[src/rtl/lsu_axil_bridge_if.sv]
// AXI4-Lite bus (plus AxSIZE sideband) between the LSU bridge and the SoC
// interconnect.
//   master modport : bridge side (drives AW/W/AR payload and valids, B/R readies)
//   slave  modport : interconnect side
// Every channel uses plain AXI valid/ready semantics: a transfer happens on
// the rising clock edge where valid and ready are both high. The source holds
// valid and payload stable until that edge. Ready may depend on valid.
interface lsu_axil_bridge_if;
   logic        awvalid;
   logic        awready;
   logic [31:0] awaddr;
   logic [2:0]  awprot;
   logic [2:0]  awsize;
   logic        wvalid;
   logic        wready;
   logic [31:0] wdata;
   logic [3:0]  wstrb;
   logic        bvalid;
   logic        bready;
   logic [1:0]  bresp;
   logic        arvalid;
   logic        arready;
   logic [31:0] araddr;
   logic [2:0]  arprot;
   logic [2:0]  arsize;
   logic        rvalid;
   logic        rready;
   logic [31:0] rdata;
   logic [1:0]  rresp;

   modport master (
      output awvalid, awaddr, awprot, awsize, input awready,
      output wvalid, wdata, wstrb, input wready,
      input  bvalid, bresp, output bready,
      output arvalid, araddr, arprot, arsize, input arready,
      input  rvalid, rdata, rresp, output rready
   );

   modport slave (
      input  awvalid, awaddr, awprot, awsize, output awready,
      input  wvalid, wdata, wstrb, output wready,
      output bvalid, bresp, input bready,
      input  arvalid, araddr, arprot, arsize, output arready,
      output rvalid, rdata, rresp, input rready
   );
endinterface

[src/rtl/lsu_axil_bridge.sv]
// lsu_axil_bridge: turns the LSU's single-outstanding request/response port
// into an AXI4-Lite master. One transaction is in flight at a time; write
// data, byte mask and read lanes pass through untouched.
//
// Ports:
//   clock, reset_n   clock and asynchronous active-low reset
//   io_reqValid      request valid (level; may linger one cycle after acceptance)
//   io_wen/io_addr/io_size/io_wdata/io_wmask   request fields
//   io_respValid     one-cycle completion pulse
//   io_rdata         raw read word (holds its value across writes)
//   dbg_state        current FSM state, for observation only
//   m_axi            AXI4-Lite master port (lsu_axil_bridge_if.master)
//
// Parameters:
//   PROT_VALUE  constant driven on AxPROT
//   RESP_REG    0: response taken straight from the R/B handshake
//               1: response registered, one extra cycle
//
// Optional feature, macro LSU_AXIL_BUS_ERROR_EN: adds io_err (flags a
// non-OKAY rresp/bresp alongside io_respValid) and err_addr (address of the
// most recent failing request, held until reset).
module lsu_axil_bridge #(
   parameter logic [2:0] PROT_VALUE = 3'b000,
   parameter bit         RESP_REG   = 1'b0
) (
   input  logic              clock,
   input  logic              reset_n,
   input  logic              io_reqValid,
   input  logic              io_wen,
   input  logic [31:0]       io_addr,
   input  logic [1:0]        io_size,
   input  logic [31:0]       io_wdata,
   input  logic [3:0]        io_wmask,
   output logic              io_respValid,
   output logic [31:0]       io_rdata,
`ifdef LSU_AXIL_BUS_ERROR_EN
   output logic              io_err,
   output logic [31:0]       err_addr,
`endif
   output logic [2:0]        dbg_state,
   lsu_axil_bridge_if.master m_axi
);

   typedef enum logic [2:0] {
      IDLE    = 3'd0,
      RD_ADDR = 3'd1,
      RD_DATA = 3'd2,
      WR_REQ  = 3'd3,
      WR_RESP = 3'd4,
      RESP    = 3'd5
   } state_t;

   state_t      state;
   logic [31:0] addr_q;
   logic [31:0] wdata_q;
   logic [3:0]  wmask_q;
   logic        wen_q;
   logic [1:0]  size_q;
   logic [31:0] rdata_q;
   logic        aw_done;
   logic        w_done;
   logic        resp_q;
   logic        arvalid_q;
   logic        rready_q;
   logic        awvalid_q;
   logic        wvalid_q;
   logic        bready_q;

   logic r_fire, b_fire, aw_fire, w_fire;
   logic aw_done_n, w_done_n, resp_now;

   assign r_fire    = rready_q  & m_axi.rvalid;
   assign b_fire    = bready_q  & m_axi.bvalid;
   assign aw_fire   = awvalid_q & m_axi.awready;
   assign w_fire    = wvalid_q  & m_axi.wready;
   // Include the completing handshake so AW and W finishing together (or the
   // second one finishing) moves on to WR_RESP without an idle cycle.
   assign aw_done_n = aw_done | aw_fire;
   assign w_done_n  = w_done  | w_fire;
   assign resp_now  = wen_q ? b_fire : r_fire;

   always_ff @(posedge clock or negedge reset_n) begin
      if (!reset_n) begin
         state     <= IDLE;
         addr_q    <= '0;
         wdata_q   <= '0;
         wmask_q   <= '0;
         wen_q     <= 1'b0;
         size_q    <= '0;
         rdata_q   <= '0;
         aw_done   <= 1'b0;
         w_done    <= 1'b0;
         resp_q    <= 1'b0;
         arvalid_q <= 1'b0;
         rready_q  <= 1'b0;
         awvalid_q <= 1'b0;
         wvalid_q  <= 1'b0;
         bready_q  <= 1'b0;
      end else begin
         case (state)
            IDLE: begin
               if (io_reqValid) begin
                  addr_q  <= io_addr;
                  wdata_q <= io_wdata;
                  wmask_q <= io_wmask;
                  wen_q   <= io_wen;
                  // Size 11 has no AXI-Lite meaning here; treat it as a word.
                  size_q  <= (io_size == 2'b11) ? 2'b10 : io_size;
                  if (io_wen) begin
                     aw_done   <= 1'b0;
                     w_done    <= 1'b0;
                     awvalid_q <= 1'b1;
                     wvalid_q  <= 1'b1;
                     state     <= WR_REQ;
                  end else begin
                     arvalid_q <= 1'b1;
                     state     <= RD_ADDR;
                  end
               end
            end
            RD_ADDR: begin
               if (m_axi.arready) begin
                  arvalid_q <= 1'b0;
                  rready_q  <= 1'b1;
                  state     <= RD_DATA;
               end
            end
            RD_DATA: begin
               if (m_axi.rvalid) begin
                  rready_q <= 1'b0;
                  rdata_q  <= m_axi.rdata;
                  if (RESP_REG) begin
                     resp_q <= 1'b1;
                     state  <= RESP;
                  end else begin
                     state  <= IDLE;
                  end
               end
            end
            WR_REQ: begin
               aw_done <= aw_done_n;
               w_done  <= w_done_n;
               if (aw_fire) awvalid_q <= 1'b0;
               if (w_fire)  wvalid_q  <= 1'b0;
               if (aw_done_n && w_done_n) begin
                  bready_q <= 1'b1;
                  state    <= WR_RESP;
               end
            end
            WR_RESP: begin
               if (m_axi.bvalid) begin
                  bready_q <= 1'b0;
                  if (RESP_REG) begin
                     resp_q <= 1'b1;
                     state  <= RESP;
                  end else begin
                     state  <= IDLE;
                  end
               end
            end
            RESP: begin
               resp_q <= 1'b0;
               state  <= IDLE;
            end
            default: state <= IDLE;
         endcase
      end
   end

   assign io_respValid = RESP_REG ? resp_q : resp_now;
   // Unregistered variant forwards the bus word in the R handshake cycle;
   // otherwise (and during writes) the last captured word is held.
   assign io_rdata     = (!RESP_REG && r_fire) ? m_axi.rdata : rdata_q;
   assign dbg_state    = state;

   assign m_axi.awvalid = awvalid_q;
   assign m_axi.awaddr  = addr_q;
   assign m_axi.awprot  = PROT_VALUE;
   assign m_axi.awsize  = {1'b0, size_q};
   assign m_axi.wvalid  = wvalid_q;
   assign m_axi.wdata   = wdata_q;
   assign m_axi.wstrb   = wmask_q;
   assign m_axi.bready  = bready_q;
   assign m_axi.arvalid = arvalid_q;
   assign m_axi.araddr  = addr_q;
   assign m_axi.arprot  = PROT_VALUE;
   assign m_axi.arsize  = {1'b0, size_q};
   assign m_axi.rready  = rready_q;

`ifdef LSU_AXIL_BUS_ERROR_EN
   logic err_now;
   logic err_q;

   assign err_now = (r_fire && (m_axi.rresp != 2'b00)) ||
                    (b_fire && (m_axi.bresp != 2'b00));

   always_ff @(posedge clock or negedge reset_n) begin
      if (!reset_n) begin
         err_q    <= 1'b0;
         err_addr <= '0;
      end else begin
         if (r_fire || b_fire) err_q    <= err_now;
         if (err_now)          err_addr <= addr_q;
      end
   end

   assign io_err = RESP_REG ? (resp_q & err_q) : err_now;
`else
   // Response codes are deliberately ignored in this build.
   logic unused_resp;
   assign unused_resp = ^{m_axi.rresp, m_axi.bresp};
`endif

endmodule

[src/flat_wrapper.sv]
// flat-port wrapper written by rule: the top's interface ports become plain ports
module lsu_axil_bridge_flat 
#(
   parameter logic [2:0] PROT_VALUE = 3'b000,
   parameter bit         RESP_REG   = 1'b0
)
  (clock, reset_n, io_reqValid, io_wen, io_addr, io_size, io_wdata, io_wmask, io_respValid, io_rdata, dbg_state, m_axi_awvalid, m_axi_awaddr, m_axi_awprot, m_axi_awsize, m_axi_awready, m_axi_wvalid, m_axi_wdata, m_axi_wstrb, m_axi_wready, m_axi_bvalid, m_axi_bresp, m_axi_bready, m_axi_arvalid, m_axi_araddr, m_axi_arprot, m_axi_arsize, m_axi_arready, m_axi_rvalid, m_axi_rdata, m_axi_rresp, m_axi_rready);
  lsu_axil_bridge_if m_axi_i ();
  input  logic clock;
  input  logic reset_n;
  input  logic io_reqValid;
  input  logic io_wen;
  input  logic [31:0] io_addr;
  input  logic [1:0] io_size;
  input  logic [31:0] io_wdata;
  input  logic [3:0] io_wmask;
  output logic io_respValid;
  output logic [31:0] io_rdata;
  output logic [2:0] dbg_state;
  output wire logic [$bits(m_axi_i.awvalid)-1:0] m_axi_awvalid;
  output wire logic [$bits(m_axi_i.awaddr)-1:0] m_axi_awaddr;
  output wire logic [$bits(m_axi_i.awprot)-1:0] m_axi_awprot;
  output wire logic [$bits(m_axi_i.awsize)-1:0] m_axi_awsize;
  input wire logic [$bits(m_axi_i.awready)-1:0] m_axi_awready;
  output wire logic [$bits(m_axi_i.wvalid)-1:0] m_axi_wvalid;
  output wire logic [$bits(m_axi_i.wdata)-1:0] m_axi_wdata;
  output wire logic [$bits(m_axi_i.wstrb)-1:0] m_axi_wstrb;
  input wire logic [$bits(m_axi_i.wready)-1:0] m_axi_wready;
  input wire logic [$bits(m_axi_i.bvalid)-1:0] m_axi_bvalid;
  input wire logic [$bits(m_axi_i.bresp)-1:0] m_axi_bresp;
  output wire logic [$bits(m_axi_i.bready)-1:0] m_axi_bready;
  output wire logic [$bits(m_axi_i.arvalid)-1:0] m_axi_arvalid;
  output wire logic [$bits(m_axi_i.araddr)-1:0] m_axi_araddr;
  output wire logic [$bits(m_axi_i.arprot)-1:0] m_axi_arprot;
  output wire logic [$bits(m_axi_i.arsize)-1:0] m_axi_arsize;
  input wire logic [$bits(m_axi_i.arready)-1:0] m_axi_arready;
  input wire logic [$bits(m_axi_i.rvalid)-1:0] m_axi_rvalid;
  input wire logic [$bits(m_axi_i.rdata)-1:0] m_axi_rdata;
  input wire logic [$bits(m_axi_i.rresp)-1:0] m_axi_rresp;
  output wire logic [$bits(m_axi_i.rready)-1:0] m_axi_rready;
  assign m_axi_awvalid = m_axi_i.awvalid;
  assign m_axi_awaddr = m_axi_i.awaddr;
  assign m_axi_awprot = m_axi_i.awprot;
  assign m_axi_awsize = m_axi_i.awsize;
  assign m_axi_i.awready = m_axi_awready;
  assign m_axi_wvalid = m_axi_i.wvalid;
  assign m_axi_wdata = m_axi_i.wdata;
  assign m_axi_wstrb = m_axi_i.wstrb;
  assign m_axi_i.wready = m_axi_wready;
  assign m_axi_i.bvalid = m_axi_bvalid;
  assign m_axi_i.bresp = m_axi_bresp;
  assign m_axi_bready = m_axi_i.bready;
  assign m_axi_arvalid = m_axi_i.arvalid;
  assign m_axi_araddr = m_axi_i.araddr;
  assign m_axi_arprot = m_axi_i.arprot;
  assign m_axi_arsize = m_axi_i.arsize;
  assign m_axi_i.arready = m_axi_arready;
  assign m_axi_i.rvalid = m_axi_rvalid;
  assign m_axi_i.rdata = m_axi_rdata;
  assign m_axi_i.rresp = m_axi_rresp;
  assign m_axi_rready = m_axi_i.rready;
  lsu_axil_bridge #(.PROT_VALUE(PROT_VALUE), .RESP_REG(RESP_REG)) u_core (.clock(clock), .reset_n(reset_n), .io_reqValid(io_reqValid), .io_wen(io_wen), .io_addr(io_addr), .io_size(io_size), .io_wdata(io_wdata), .io_wmask(io_wmask), .io_respValid(io_respValid), .io_rdata(io_rdata), .dbg_state(dbg_state), .m_axi(m_axi_i));
endmodule
[config.mk]
export PLATFORM = sky130hd
export DESIGN_NAME = lsu_axil_bridge_flat
export DESIGN_NICKNAME = d
export VERILOG_FILES = /design/src/rtl/lsu_axil_bridge_if.sv /design/src/rtl/lsu_axil_bridge.sv /design/src/flat_wrapper.sv
export SDC_FILE = /design/constraint.sdc
export NUM_CORES = 1
export LEC_CHECK = 0
export ABC_AREA = 0
export ABC_CLOCK_PERIOD_IN_PS = 2100
export BUFFER_PORTS_ARGS = -buffer_cell sky130_fd_sc_hd__buf_2
export CORE_MARGIN = 2
export CORE_UTILIZATION = 45
export DETAILED_ROUTE_END_ITERATION = 7
export PLACE_DENSITY_LB_ADDON = 0.25
export SLEW_MARGIN = 25
export SYNTH_ARGS = -nofsm -noshare
export SYNTH_HDL_FRONTEND = slang
export SYNTH_SLANG_ARGS = --single-unit
[constraint.sdc]
create_clock -name clock -period 2.1 [get_ports clock]
set_input_delay 0.315 -clock clock [delete_from_list [all_inputs] [get_ports clock]]
set_output_delay 0.315 -clock clock [all_outputs]
set_load 0.02 [all_outputs]
==> results of run 1 <==
==> cell usage in the layout, fill, tap and decap left out, types with 2 or more instances in the layout <==
cell type and instances:
clkbuf_8 2, clkinv_2 3, dfrtp_1 113, o21ai_0 2
dlygate4sd3_1 2, buf_2 253, nand3_1 2, and3_1 2
a2bb2oi_1 2, conb_1 8, inv_1 6, bufinv_16 2
clkinvlp_4 6, nand2_1 2, buf_12 5, mux2_2 111
nor4_1 2, clkbuf_16 17, nor2_1 3, a21oi_1 6
a31oi_1 3, mux2_1 23, buf_4 4
==> kinds of logic (layout without fill, tap and decap cells) <==
kind of cell | count (synthesis) | count (layout) | synth area share (%)
other | 1 | 8 | 0.0744
AO/OA/AOI/OAI | 19 | 19 | 2.46
AND/OR/NAND/NOR | 19 | 19 | 2.48
buffers and inverters | 65 | 304 | 8.91
flip-flops | 113 | 113 | 56.1
multiplexers | 134 | 134 | 29.9
==> how the worst min path moves through the flow <==
stage / startpoint / to / slack [ns] / cells after the start
2_1_floorplan: reset_n / u_core.aw_done$_DFFE_PN0P_ / 0.02 / 0
5_1_grt: io_addr[12] / u_core.m_axi.araddr[12]$_DFFE_PN0P_ / 0.004 / 2
6_report: io_addr[20] / u_core.m_axi.araddr[20]$_DFFE_PN0P_ / 0.02 / 2
4_1_cts: io_addr[20] / u_core.m_axi.araddr[20]$_DFFE_PN0P_ / 0.006 / 2
3_5_place_dp: reset_n / u_core.m_axi.wdata[6]$_DFFE_PN0P_ / 0.18 / 1
3_3_place_gp: reset_n / u_core.m_axi.wdata[6]$_DFFE_PN0P_ / 0.17 / 1
==> what timing repair did <==
action,in CTS,in global routing
setup endpoints to repair,0,32
buffers inserted,0,0
resized for setup,0,3
hold buffers,2,0
hold endpoints to repair,114,0
==> metrics by stage <==
stage | util (%) | std cells
final | 62.8 | 737
after global routing | 62.8 | 737
after CTS | 62.4 | 735
after detailed placement | 57.0 | 701
after global placement | 57.0 | 701
after floorplan | - | 358
==> power by group <==
group | total (mW) | switching, mW | internal [mW]
clock network | 2.72 | 1.01 | 1.71
registers | 3.98 | 0.676 | 3.30
logic | 5.87 | 3.35 | 2.52
total | 12.6 | 5.03 | 7.53
==> layout make-up <==
class                           count  area share, %
Clock buffer                       19           6.31
Clock inverter                     13           2.01
Inverter                            6          0.329
Multi-Input combinational cell    180           26.2
Sequential cell                   113           41.3
Tap cell                          140           2.56
Timing Repair Buffer              266           21.2
==> layer usage <==
| layer | GRT usage (%) | share of wire [%] | up-vias |
|---|---|---|---|
| li1 | - | - | 1661 |
| met5 | 0 | 0 | - |
| met4 | 7.23 | 1.9 | 0 |
| met3 | 6.76 | 8.5 | 21 |
| met1 | 20.4 | 37 | 1735 |
| met2 | 33.9 | 53 | 161 |
==> state kept, by name (all words and copies together) (netlist names), 2 cells and up <==
signal,cells
u_core.dbg_state,3
u_core.m_axi.araddr,32
u_core.m_axi.wdata,32
u_core.m_axi.wstrb,4
u_core.rdata_q,32
u_core.size_q,2
==> results.py, run 1 <==
metrics = {
    "synth": {
        "synth.cells.most_frequent": "dfrtp_1 (113), mux2_2 (111), buf_4 (47), mux2_1 (23)",
        "ys_top_cells_by_area": "dfrtp_1 (56%), mux2_2 (25%), buf_4 (7.0%)",
        "ys.flop_type": "dfrtp_1",
        "synth_area_sq_um": 5040,
        "async_reset_ff_share_pct": 100,
        "synth_top_cell_area_share_pct": 56.1,
        "netlist.top_cell.by_area": "dfrtp_1",
        "synth_edf_count": 0,
        "netlist_instances": 351,
        "yosysUniqueCellTypes": 32,
        "avgSynthCellArea_sq_um": 14.4,
        "ys_ff_latch": 113,
        "ys_seq_area_share_pct": 56.1,
        "yosysWarningCount": 0,
        "yosysMostFrequentCell": "dfrtp_1",
    },
    "placed_design": {
        "dp_hpwl_um": 8320,
        "pre_cts_ws_ns": 0.342,
        "placed_cell_area_sq_um": 6210,
        "place.gp.congestion": 0.756,
        "portBuffers": 255,
    },
    "sta": {
        "drv_slew": 0,
        "tns_ns": 0,
        "clock_skew_ns": 0.00909,
        "finalCritPeriodShare_pct": 96.6,
        "min_period_ns": 2.03,
        "hold_viol_final": 0,
        "fmax_mhz": 493,
        "finalSetupViolCount": 0,
        "setup_ws_ns": 0.0706,
        "hold_slack_ns": 0.0202,
        "grt_setup_unrepaired": "false",
    },
    "worst_setup_path": {
        "critPathMaxStageDelay_ns": 0.41,
        "start_kind": "flip-flop",
        "path_buf_inv": 2,
        "crit_fanout": 17,
        "crit_path_end_kind": "output port",
        "reg2regPathDepth": 3,
        "reg2reg_slack_ns": 0.35,
        "cp.required_ns": 1.78,
        "crit_chain": "nand2_4 > buf_12 > mux2_2 > buf_2",
        "crit_cells": 4,
        "worstReg2RegEnd": "u_core.m_axi.wdata[31]$_DFFE_PN0P_",
        "critPathKind": "flip-flop to output port",
        "critPathLaunch": "u_core.m_axi.rready$_DFFE_PN0P_",
        "cp.arrival_ns": 1.71,
        "rr_startpoint": "u_core.dbg_state[2]$_DFFE_PN0P_",
        "cp_slowest_cell": "dfrtp_1",
        "cp-endpoint": "io_rdata[1]",
        "cpLargestDelayFamily": "flip-flops",
    },
    "clocking": {
        "htreeDepth": 4,
        "clk_pin_slew_ns": 0.06,
        "insertion_delay_ns": 0.51,
        "cts_buffers": 17,
        "cts_tree": "yes",
        "clock-sinks": 113,
        "cts_root_buffer": "clkbuf_8",
        "clockBufferDepth": 2,
    },
    "finish": {
        "layout-drive-gt1-share_pct": 68.3,
        "fin_area_sq_um": 6840,
        "area_growth_syn_to_layout_pct": 35.8,
        "insertedDiodeCount": 0,
        "fillers": 887,
        "seq_area_sq_um": 2830,
        "nNetsFinal": 699,
        "multi_input_area_sq_um": 1800,
    },
    "detailed_routing": {
        "drt_first_pass_iters": 5,
        "route.detailed.drc": 0,
        "ant_nets": 0,
        "wl_per_cell_um": 15.5,
        "wl_um": 11500,
        "drt-initial-drc-count": 122,
        "via_count": 3578,
        "viasPerCell": 4.85,
    },
    "status": {
        "status": "complete, no violations",
    },
    "global_route": {
        "grt_pass1_wl_um": 17400,
        "antenna_found_initial": 0,
        "grt_overflow": 0,
        "grt_max_degree": 78,
        "grt_pass1_vias": 3642,
        "grt_usage_pct": 18.9,
    },
    "power_and_ir_drop": {
        "p_leak_nw": 3.38,
        "p_per_area_nw_per_um2": 1840,
        "peakVddDrop_mv": 0.867,
        "finalPower_mw": 12.6,
    },
    "floorplanning": {
        "boundaryPins": 268,
        "die_w_um": 110,
        "start_util_pct": 46.3,
        "core-area_sq_um": 10900,
        "die_area_sq_um": 12100,
        "rows": 38,
        "die_y_um": 110,
    },
    "flow_run": {
        "maxCapViolations": 0,
    },
    "hold_path": {
        "hold_path_class": "input pin to flip-flop",
    },
}
(Power assumes the default switching activity.)
==> run 2, diff against run 1 <==
--- a/config.mk
+++ b/config.mk
@@ -5,11 +5,11 @@
 export SDC_FILE = /design/constraint.sdc
 export NUM_CORES = 1
 export LEC_CHECK = 0
-export ABC_AREA = 0
+export ABC_AREA = 1
 export ABC_CLOCK_PERIOD_IN_PS = 2100
 export BUFFER_PORTS_ARGS = -buffer_cell sky130_fd_sc_hd__buf_2
 export CORE_MARGIN = 2
-export CORE_UTILIZATION = 45
+export CORE_UTILIZATION = 46
 export DETAILED_ROUTE_END_ITERATION = 7
 export PLACE_DENSITY_LB_ADDON = 0.25
 export SLEW_MARGIN = 25
==> run 2 against run 1 <==
Clock skew shrank 0.00067 ns. Worst hold slack improved by 0.082 ns. Combinational power decreased by 6.3%. Area after synthesis up 3.5%. Utilization is essentially flat. Fmax increased by 6.5%. Largest cell class unchanged.
==> results.py, run 2 <==
metrics = {
    "detailed_routing": {
        "route.detailed.drc": 0,
        "drt_first_pass_iters": 7,
        "wl_per_cell_um": 13.0,
        "wl_um": 12900,
        "via_count": 4581,
        "drt-initial-drc-count": 307,
        "viasPerCell": 4.62,
        "ant_nets": 0,
    },
    "sta": {
        "finalSetupViolCount": 0,
        "grt_setup_unrepaired": "false",
        "finalCritPeriodShare_pct": 90.7,
        "hold_viol_final": 0,
        "drv_slew": 0,
        "min_period_ns": 1.91,
        "setup_ws_ns": 0.194,
        "clock_skew_ns": 0.00842,
        "tns_ns": 0,
        "fmax_mhz": 525,
    },
    "clocking": {
        "clock-sinks": 113,
        "postCtsHoldBufs": 1,
        "clk_pin_slew_ns": 0.05,
        "cts_buffers": 17,
        "cts_root_buffer": "clkbuf_16",
        "htreeDepth": 4,
        "post_cts_resized": 0,
        "insertion_delay_ns": 0.40,
        "cts_tree": "yes",
        "post-cts-setup-buffer-count": 0,
        "clockBufferDepth": 2,
    },
    "worst_setup_path": {
        "critPathMostFrequentCell": "nand2_1",
        "cp.required_ns": 1.78,
        "crit_path_end_kind": "output port",
        "cp_slowest_cell": "dfrtp_1",
        "critPathMaxStageDelay_ns": 0.40,
        "crit_chain": "nand2_1 > buf_12 > nand2_1 > o21ai_0 > buf_2",
        "cp.arrival_ns": 1.59,
        "critPathKind": "flip-flop to output port",
        "start_kind": "flip-flop",
        "crit_fanout": 64,
    },
    "finish": {
        "area_growth_syn_to_layout_pct": 31.8,
        "layout_common_cells": "nand2_1 (298), buf_2 (254), dfrtp_1 (113)",
        "fillers": 928,
        "layout-drive-gt1-share_pct": 37.7,
        "finalCoreUtilization_pct": 62.9,
        "instances_no_fill": 992,
        "nNetsFinal": 955,
        "final_common_cell": "nand2_1",
        "insertedDiodeCount": 0,
        "fin_area_sq_um": 6870,
    },
    "floorplanning": {
        "die_area_sq_um": 12200,
        "start_util_pct": 47.7,
        "rows": 38,
        "die_y_um": 110,
        "die_w_um": 110,
        "core-area_sq_um": 10900,
        "boundaryPins": 268,
    },
    "placed_design": {
        "portBuffers": 255,
        "place_inst": 960,
        "pre_cts_ws_ns": 0.525,
        "place.gp.congestion": 0.870,
        "dp_hpwl_um": 9240,
        "placed_cell_area_sq_um": 6270,
    },
    "synth": {
        "ys_seq_area_share_pct": 54.2,
        "ys_ff_latch": 113,
        "ys_top_cells_by_area": "dfrtp_1 (54%), nand2_1 (21%), buf_4 (7.2%)",
        "avgSynthCellArea_sq_um": 8.40,
        "netlist.top_cell.by_area": "dfrtp_1",
        "yosysMostFrequentCell": "nand2_1",
        "netlist_instances": 621,
        "async_reset_ff_share_pct": 100,
        "ys.flop_type": "dfrtp_1",
        "synth_area_sq_um": 5210,
        "yosysWarningCount": 0,
        "synth.cells.most_frequent": "nand2_1 (298), dfrtp_1 (113), buf_4 (50), o21ai_0 (45), inv_1 (43)",
        "yosysUniqueCellTypes": 22,
        "synth_edf_count": 0,
        "synth_top_cell_area_share_pct": 54.2,
    },
    "status": {
        "status": "complete, no violations",
    },
    "power_and_ir_drop": {
        "peakVddDrop_mv": 0.986,
        "p_per_area_nw_per_um2": 1780,
        "p_leak_nw": 4.09,
    },
    "global_route": {
        "grt_usage_pct": 21.9,
        "grt_overflow": 0,
        "grt_max_degree": 66,
        "antenna_found_initial": 1,
        "grt_pass1_wl_um": 21600,
        "grt_pass1_vias": 4488,
    },
    "flow_run": {
        "maxCapViolations": 0,
    },
    "hold_path": {
        "hold_path_class": "input pin to flip-flop",
    },
}
## run 2: logic make-up after synthesis
| family | share of synthesized area, % |
|---|---|
| other cells | 0.0719 |
| compound gates | 8.93 |
| flops | 54.2 |
| simple gates | 23.6 |
| buf+inv | 13.2 |
## run 2: critical path, delay by kind of cell, from the launching register on
| kind | cells | cell delay, ns |
|---|---|---|
| AOI/OAI and AO/OA | 1 | 0.10 |
| and+or+nand+nor | 2 | 0.22 |
| DFF | 1 | 0.40 |
| buffers and inverters | 2 | 0.45 |
## run 2: path summary, 6_finish.rpt
kind	from	endpoint	slack [ns]	depth (start not counted)
hold / removal	io_addr[30]	u_core.m_axi.araddr[30]$_DFFE_PN0P_	0.10	3
setup / recovery	u_core.m_axi.rready$_DFFE_PN0P_	io_rdata[12]	0.19	5
min in group asynchronous	reset_n	u_core.rdata_q[30]$_DFFE_PN0P_	0.33	2
max in group asynchronous	reset_n	u_core.m_axi.araddr[2]$_DFFE_PN0P_	1.05	3
setup reg to reg	u_core.dbg_state[0]$_DFFE_PN0P_	u_core.size_q[0]$_DFFE_PN0P_	0.51	5
hold reg to reg	u_core.m_axi.wdata[4]$_DFFE_PN0P_	u_core.m_axi.wdata[4]$_DFFE_PN0P_	0.47	2
## run 2: area by class of cell
class | instances | area, sq um | area share, %
Tap cell | 140 | 175 | 2.55
Timing Repair Buffer | 264 | 1390 | 20.2
Clock inverter | 10 | 135 | 1.97
Inverter | 44 | 165 | 2.40
Sequential cell | 113 | 2830 | 41.1
Multi-Input combinational cell | 400 | 1720 | 25.1
Clock buffer | 21 | 460 | 6.70
## run 2: stage by stage
step | hold WS (ns) | total power, mW
2_1_floorplan | 0.0194 | 7.93
3_3_place_gp | 0.203 | 9.23
3_5_place_dp | 0.207 | 9.37
4_1_cts | 0.0876 | 12.3
5_1_grt | 0.0859 | 13.0
6_report | 0.102 | 12.2
## run 2: report_power, final
part	leakage (nW)	switching (mW)	internal, mW
Combinational	2.40	3.71	1.79
Sequential	1.41	0.645	3.20
Clock	0.281	0.964	1.91
Total	4.09	5.31	6.90
## run 2: layer usage
layer | part of all wire, % | track usage, % | wire, um | vias to the layer above
met5 | 0 | 0 | 0 | -
li1 | - | - | - | 2283
met2 | 49 | 35.3 | 6330 | 207
met4 | 2.2 | 9.75 | 287 | 0
met3 | 8.7 | 8.56 | 1120 | 25
met1 | 40 | 26.1 | 5130 | 2066
